## config.mk

```make
export PLATFORM = sky130hd
export DESIGN_NAME = sha_apb_initiator
export DESIGN_NICKNAME = d
export VERILOG_FILES = /design/src/rtl/sha_apb_pkg.sv /design/src/rtl/sha_apb_initiator.sv
export SDC_FILE = /design/constraint.sdc
export NUM_CORES = 1
export LEC_CHECK = 0
export BUFFER_PORTS_ARGS = -buffer_cell sky130_fd_sc_hd__buf_2
export CORE_MARGIN = 5
export CORE_UTILIZATION = 49
export CTS_BUF_LIST = sky130_fd_sc_hd__clkbuf_4
export DETAILED_ROUTE_END_ITERATION = 8
export HOLD_SLACK_MARGIN = 0.05
export PLACE_DENSITY = 0.91
export SETUP_SLACK_MARGIN = 0.2
export SYNTH_ARGS = -nofsm -noshare
export SYNTH_HDL_FRONTEND = slang
export SYNTH_SLANG_ARGS = --single-unit
```

## constraint.sdc

```tcl
create_clock -name HCLK -period 2.5 [get_ports HCLK]
set_input_delay 0.125 -clock HCLK [delete_from_list [all_inputs] [get_ports HCLK]]
set_output_delay 0.125 -clock HCLK [all_outputs]
set_load 0.02 [all_outputs]
```

## src/rtl/sha_apb_pkg.sv

```systemverilog
// Shared definitions for the SHA peripheral APB initiator: FSM state encoding
// and the register map of the SHA peripheral it talks to.
package sha_apb_pkg;

    typedef enum logic [1:0] {
        IDLE   = 2'd0,
        SETUP  = 2'd1,
        ACCESS = 2'd2,
        RESP   = 2'd3
    } apb_state_e;

    // Byte offsets of the SHA peripheral registers inside its 4KB APB window
    localparam logic [11:0] SHA_CTRL_OFFSET    = 12'h004;
    localparam logic [11:0] SHA_CMD_OFFSET     = 12'h008;
    localparam logic [11:0] SHA_STATUS_OFFSET  = 12'h00C;
    localparam logic [11:0] SHA_ADDRESS_OFFSET = 12'h010;
    localparam logic [11:0] SHA_MESSAGE_OFFSET = 12'h014;
    localparam logic [11:0] SHA_RW_OFFSET      = 12'h018;
    localparam logic [11:0] SHA_DIGEST_OFFSET  = 12'h01C;

endpackage

```

## src/rtl/sha_apb_initiator.sv

```systemverilog
// Single-outstanding APB master: takes one command, runs SETUP/ACCESS on the
// bus, and holds the response until the consumer takes it.
module sha_apb_initiator
    import sha_apb_pkg::*;
#(
    parameter int APB_ADDR_WIDTH = 12,
    parameter int TIMEOUT_CYCLES = 64
) (
    input  logic                      HCLK,
    input  logic                      HRESETn,

    input  logic                      cmd_valid_i,
    output logic                      cmd_ready_o,
    input  logic                      cmd_write_i,
    input  logic [APB_ADDR_WIDTH-1:0] cmd_addr_i,
    input  logic [31:0]               cmd_wdata_i,

    output logic                      rsp_valid_o,
    input  logic                      rsp_ready_i,
    output logic [31:0]               rsp_rdata_o,
    output logic                      rsp_err_o,
    output logic                      rsp_timeout_o,

    output logic [APB_ADDR_WIDTH-1:0] PADDR,
    output logic [31:0]               PWDATA,
    output logic                      PWRITE,
    output logic                      PSEL,
    output logic                      PENABLE,
    input  logic [31:0]               PRDATA,
    input  logic                      PREADY,
    input  logic                      PSLVERR
);

    localparam logic [7:0] TimeoutLimit = 8'(TIMEOUT_CYCLES);

    apb_state_e                state_q;
    logic [APB_ADDR_WIDTH-1:0] addr_q;
    logic [31:0]               wdata_q;
    logic                      write_q;
    logic                      psel_q;
    logic                      penable_q;
    logic                      cmdReady_q;
    logic                      rspValid_q;
    logic [31:0]               rspRdata_q;
    logic                      rspErr_q;
    logic                      rspTimeout_q;
    logic [7:0]                waitCnt_q;
    logic [7:0]                waitCnt_d;
    logic                      timeoutHit;

    // The ACCESS cycle that would bring the count to the limit is the last one allowed
    always_comb begin
        waitCnt_d  = waitCnt_q + 8'd1;
        timeoutHit = (waitCnt_d == TimeoutLimit);
    end

    always_ff @(posedge HCLK or negedge HRESETn) begin
        if (!HRESETn) begin
            state_q      <= IDLE;
            addr_q       <= '0;
            wdata_q      <= '0;
            write_q      <= 1'b0;
            psel_q       <= 1'b0;
            penable_q    <= 1'b0;
            cmdReady_q   <= 1'b1;
            rspValid_q   <= 1'b0;
            rspRdata_q   <= '0;
            rspErr_q     <= 1'b0;
            rspTimeout_q <= 1'b0;
            waitCnt_q    <= '0;
        end else begin
            case (state_q)
                IDLE: begin
                    if (cmd_valid_i) begin
                        addr_q     <= cmd_addr_i;
                        write_q    <= cmd_write_i;
                        wdata_q    <= cmd_wdata_i;
                        waitCnt_q  <= '0;
                        psel_q     <= 1'b1;
                        cmdReady_q <= 1'b0;
                        state_q    <= SETUP;
                    end
                end
                SETUP: begin
                    penable_q <= 1'b1;
                    state_q   <= ACCESS;
                end
                ACCESS: begin
                    // A slave answering on the final allowed cycle still counts as on time
                    if (PREADY) begin
                        rspRdata_q   <= write_q ? 32'd0 : PRDATA;
                        rspErr_q     <= PSLVERR;
                        rspTimeout_q <= 1'b0;
                        rspValid_q   <= 1'b1;
                        psel_q       <= 1'b0;
                        penable_q    <= 1'b0;
                        state_q      <= RESP;
                    end else begin
                        waitCnt_q <= waitCnt_d;
                        if (timeoutHit) begin
                            rspRdata_q   <= 32'd0;
                            rspErr_q     <= 1'b1;
                            rspTimeout_q <= 1'b1;
                            rspValid_q   <= 1'b1;
                            psel_q       <= 1'b0;
                            penable_q    <= 1'b0;
                            state_q      <= RESP;
                        end
                    end
                end
                RESP: begin
                    if (rsp_ready_i) begin
                        rspValid_q <= 1'b0;
                        cmdReady_q <= 1'b1;
                        state_q    <= IDLE;
                    end
                end
                default: begin
                    psel_q     <= 1'b0;
                    penable_q  <= 1'b0;
                    rspValid_q <= 1'b0;
                    cmdReady_q <= 1'b1;
                    state_q    <= IDLE;
                end
            endcase
        end
    end

    assign cmd_ready_o   = cmdReady_q;
    assign rsp_valid_o   = rspValid_q;
    assign rsp_rdata_o   = rspRdata_q;
    assign rsp_err_o     = rspErr_q;
    assign rsp_timeout_o = rspTimeout_q;
    assign PADDR         = addr_q;
    assign PWDATA        = wdata_q;
    assign PWRITE        = write_q;
    assign PSEL          = psel_q;
    assign PENABLE       = penable_q;

endmodule
```

==> flow_summary_export.csv <==
group,metric,value,unit
status,status,"completed",
drt,ant_nets,0,
worst_setup_path,required,2810,ps
job,cap_violations,0,
cells_and_area,mostFrequentLayoutCells,"164 x buf_2, 90 x dfrtp_1, 82 x dlygate4sd3_1",
timing,worstMarginPinSlew,633,ps
global_route,grt_overflow,0,
synthesis,synth.distinct_cells,33,
global_route,grt_pass1_wl,18.8,mm
placement,gp_congestion,0.819,
clock_network,clk_pin_slew,150,ps
placement,port_buffers,165,
timing,slew_viol_final,0,
timing,fmax,452,MHz
pwr,p_leak,2.82,nW
placement,dp.final_hpwl,7.00,mm
clock_network,cts_root_buffer,"clkbuf_4",
timing,timing.slew.headroom,57.8,%
worst_hold_path,hold_class,"primary input to flip-flop",
synthesis,syn_inst,264,
clock_network,tritoncts,"built",
global_route,grt_max_degree,53,
synthesis,postSynthAreaPerCell,14.1,um^2
drt,drtPass1Iterations,4,
drt,vias,3217,
timing,fin_hold_ws,85.2,ps
synthesis,synth_nets,352,
synthesis,synth_seq_cells,93,
drt,avgViaCountPerCell,5.16,
timing,timing.final.crit_period,2210,ps
worst_setup_path,cpMaxStageDelayCell,"dfrtp_2",
synthesis,synth_warnings,0,
worst_setup_path,slowest_delay,440,ps
timing,rsz0062_at_grt,"no",
worst_setup_path,end_kind,"flip-flop",
synthesis,yosysSeqAreaShare,62.6,%
worst_setup_path,startpoint_type,"flip-flop",
global_route,grt_use_total,24.9,%
clock_network,cts_num_sinks,93,
drt,drt_iter0_drc,109,
cells_and_area,area_growth,51.1,%
clock_network,clockBufferDepth,2,
cells_and_area,drive_gt1_share,47.8,%
die,core-area,7330,um^2
cells_and_area,fin_nets,604,
synthesis,syn_area,3720,um^2
worst_setup_path,arrival,2520,ps
global_route,grt_pass1_vias,3579,
cells_and_area,layout_commonest_cell,"buf_2",
clock_network,htreeDepth,3,
worst_setup_path,cp_max_fo,7,
die,num_io_pins,166,
die,die_y,97.2,um
die,dieArea,9440,um^2
cells_and_area,multi_input_comb_area,1300,um^2
die,initial_core_util,50.8,%
cells_and_area,fillers,444,
clock_network,clock_latency,430,ps
worst_setup_path,worstPathCellList,"ha_1 > nand2_1 > or3_4 > o41ai_4 > buf_4 > o21ba_2 > mux2_2",
die,rows,31,
worst_setup_path,path_class,"flip-flop to flip-flop",
timing,finalSetupTns,0,ps
pwr,vdd_drop_max,0.682,mV
timing,period_share,88.5,%
drt,drcViolationCount,0,
timing,setup_violations,0,
pwr,power_density,1160,nW/um^2
drt,drt-total-wl,11.7,mm
clock_network,cts_buffers,9,
synthesis,synth_edf_count,0,
timing,finalClockSkew,23.1,ps
timing,finalHoldViolCount,0,
cells_and_area,seqCellArea,2330,um^2
drt,wire_per_inst,18.8,um
synthesis,synth-main-ff-cell,"dfrtp_1",
synthesis,async_flop_share,100,%
global_route,antenna_found_initial,2,
die,fp.dieW,97.2,um
flip-flops by register name, summed over array words and instances, names as in the netlist:
signal,flops
rsp_rdata_o,32
PENABLE,1
PWRITE,1
waitCnt_q,8
rsp_err_o,1
rsp_valid_o,1
rsp_timeout_o,1
PSEL,1
PWDATA,32
cmd_ready_o,1
state_q,2
PADDR,12
metrics by stage:
| stage | total power, W | setup slack, ps | utilization, % | instance area, um^2 | std cells |
|---|---|---|---|---|---|
| after floorplan | 0.00449 | 328 | - | 3720 | 264 |
| after global placement | 0.00545 | 158 | 63.4 | 4650 | 519 |
| after detailed placement | 0.00558 | 71.0 | 63.4 | 4650 | 519 |
| after CTS | 0.00646 | 203 | 76.5 | 5610 | 620 |
| after global routing | 0.00692 | 217 | 76.7 | 5620 | 622 |
| final | 0.00655 | 286 | 76.7 | 5620 | 623 |
per-layer routing:
| layer | vias to the layer above | global-route usage, % | share of wire, % |
|---|---|---|---|
| li1 | 1470 | - | - |
| met1 | 1571 | 29.4 | 38 |
| met2 | 154 | 42.6 | 51 |
| met3 | 22 | 8.47 | 8.7 |
| met4 | 0 | 8.21 | 2.0 |
| met5 | - | 0 | 0 |
cell type report:
cell class	instances	area share [%]
tap	99	2.20
clock inverter	6	0.868
clock buffer	10	1.33
inverter	6	0.400
antenna	3	0.133
timing repair buffer	254	30.5
multi-input combinational	152	23.1
sequential	93	41.4
Yosys cell counts (all sizes together), types with 2 or more instances:
cell | number | share of area, %
dfrtp | 92 | 62
mux2 | 47 | 14
a22o | 35 | 8.3
nand2 | 14 | 1.6
clkbuf | 9 | 0.91
o21ai | 9 | 1.2
a21oi | 7 | 0.94
inv | 6 | 0.60
nor2 | 6 | 0.60
buf | 5 | 1.3
ha | 5 | 1.7
nor3 | 4 | 0.54
mux2i | 3 | 0.81
nand3 | 3 | 0.40
a31oi | 2 | 0.34
nand2b | 2 | 0.34
nand4 | 2 | 0.34
repair_timing:
item | CTS | global route
hold buffers | 82 | 0
endpoints found under the hold margin | 131 | 0
gates resized for setup | 0 | 3
setup buffers | 2 | 0
cloned | 1 | 0
endpoints found under the setup margin | 33 | 13
pin swaps | 1 | 0
power breakdown:
group / internal, W / switching (W)
registers: 0.00219 / 0.000433
clock network: 0.000228 / 0.000524
logic: 0.00133 / 0.00185
total: 0.00374 / 0.00281
path summary, 6_finish.rpt:
| kind | from | end | slack, ps | cells past startpoint |
|---|---|---|---|---|
| min | cmd_valid_i | PSEL | 90 | 3 |
| max in group asynchronous | HRESETn | cmd_ready_o | 1470 | 3 |
| min reg2reg | rsp_rdata_o[24] | rsp_rdata_o[24] | 520 | 1 |
| max | waitCnt_q[0] | state_q[1] | 290 | 7 |
| max reg2reg | waitCnt_q[0] | state_q[1] | 290 | 7 |
| min in group asynchronous | HRESETn | PADDR[2] | 250 | 2 |
worst max-delay path, delay by kind of cell, from the launching register on:
| family | cells | cell delay (ps) |
|---|---|---|
| AOI/OAI and AO/OA | 2 | 490 |
| DFF | 1 | 440 |
| and+or+nand+nor | 2 | 430 |
| muxes | 1 | 330 |
| adders and majority gates | 1 | 210 |
| buffers and inverters | 1 | 210 |
kinds of logic after synthesis:
kind of cell	synth area share, %
adder cells (fa/ha/maj)	1.68
multiplexers	15.0
AND/OR/NAND/NOR	4.77
flip-flops	62.6
buffers and inverters	2.86
AO/OA/AOI/OAI	13.1
(Power assumes the default switching activity.)
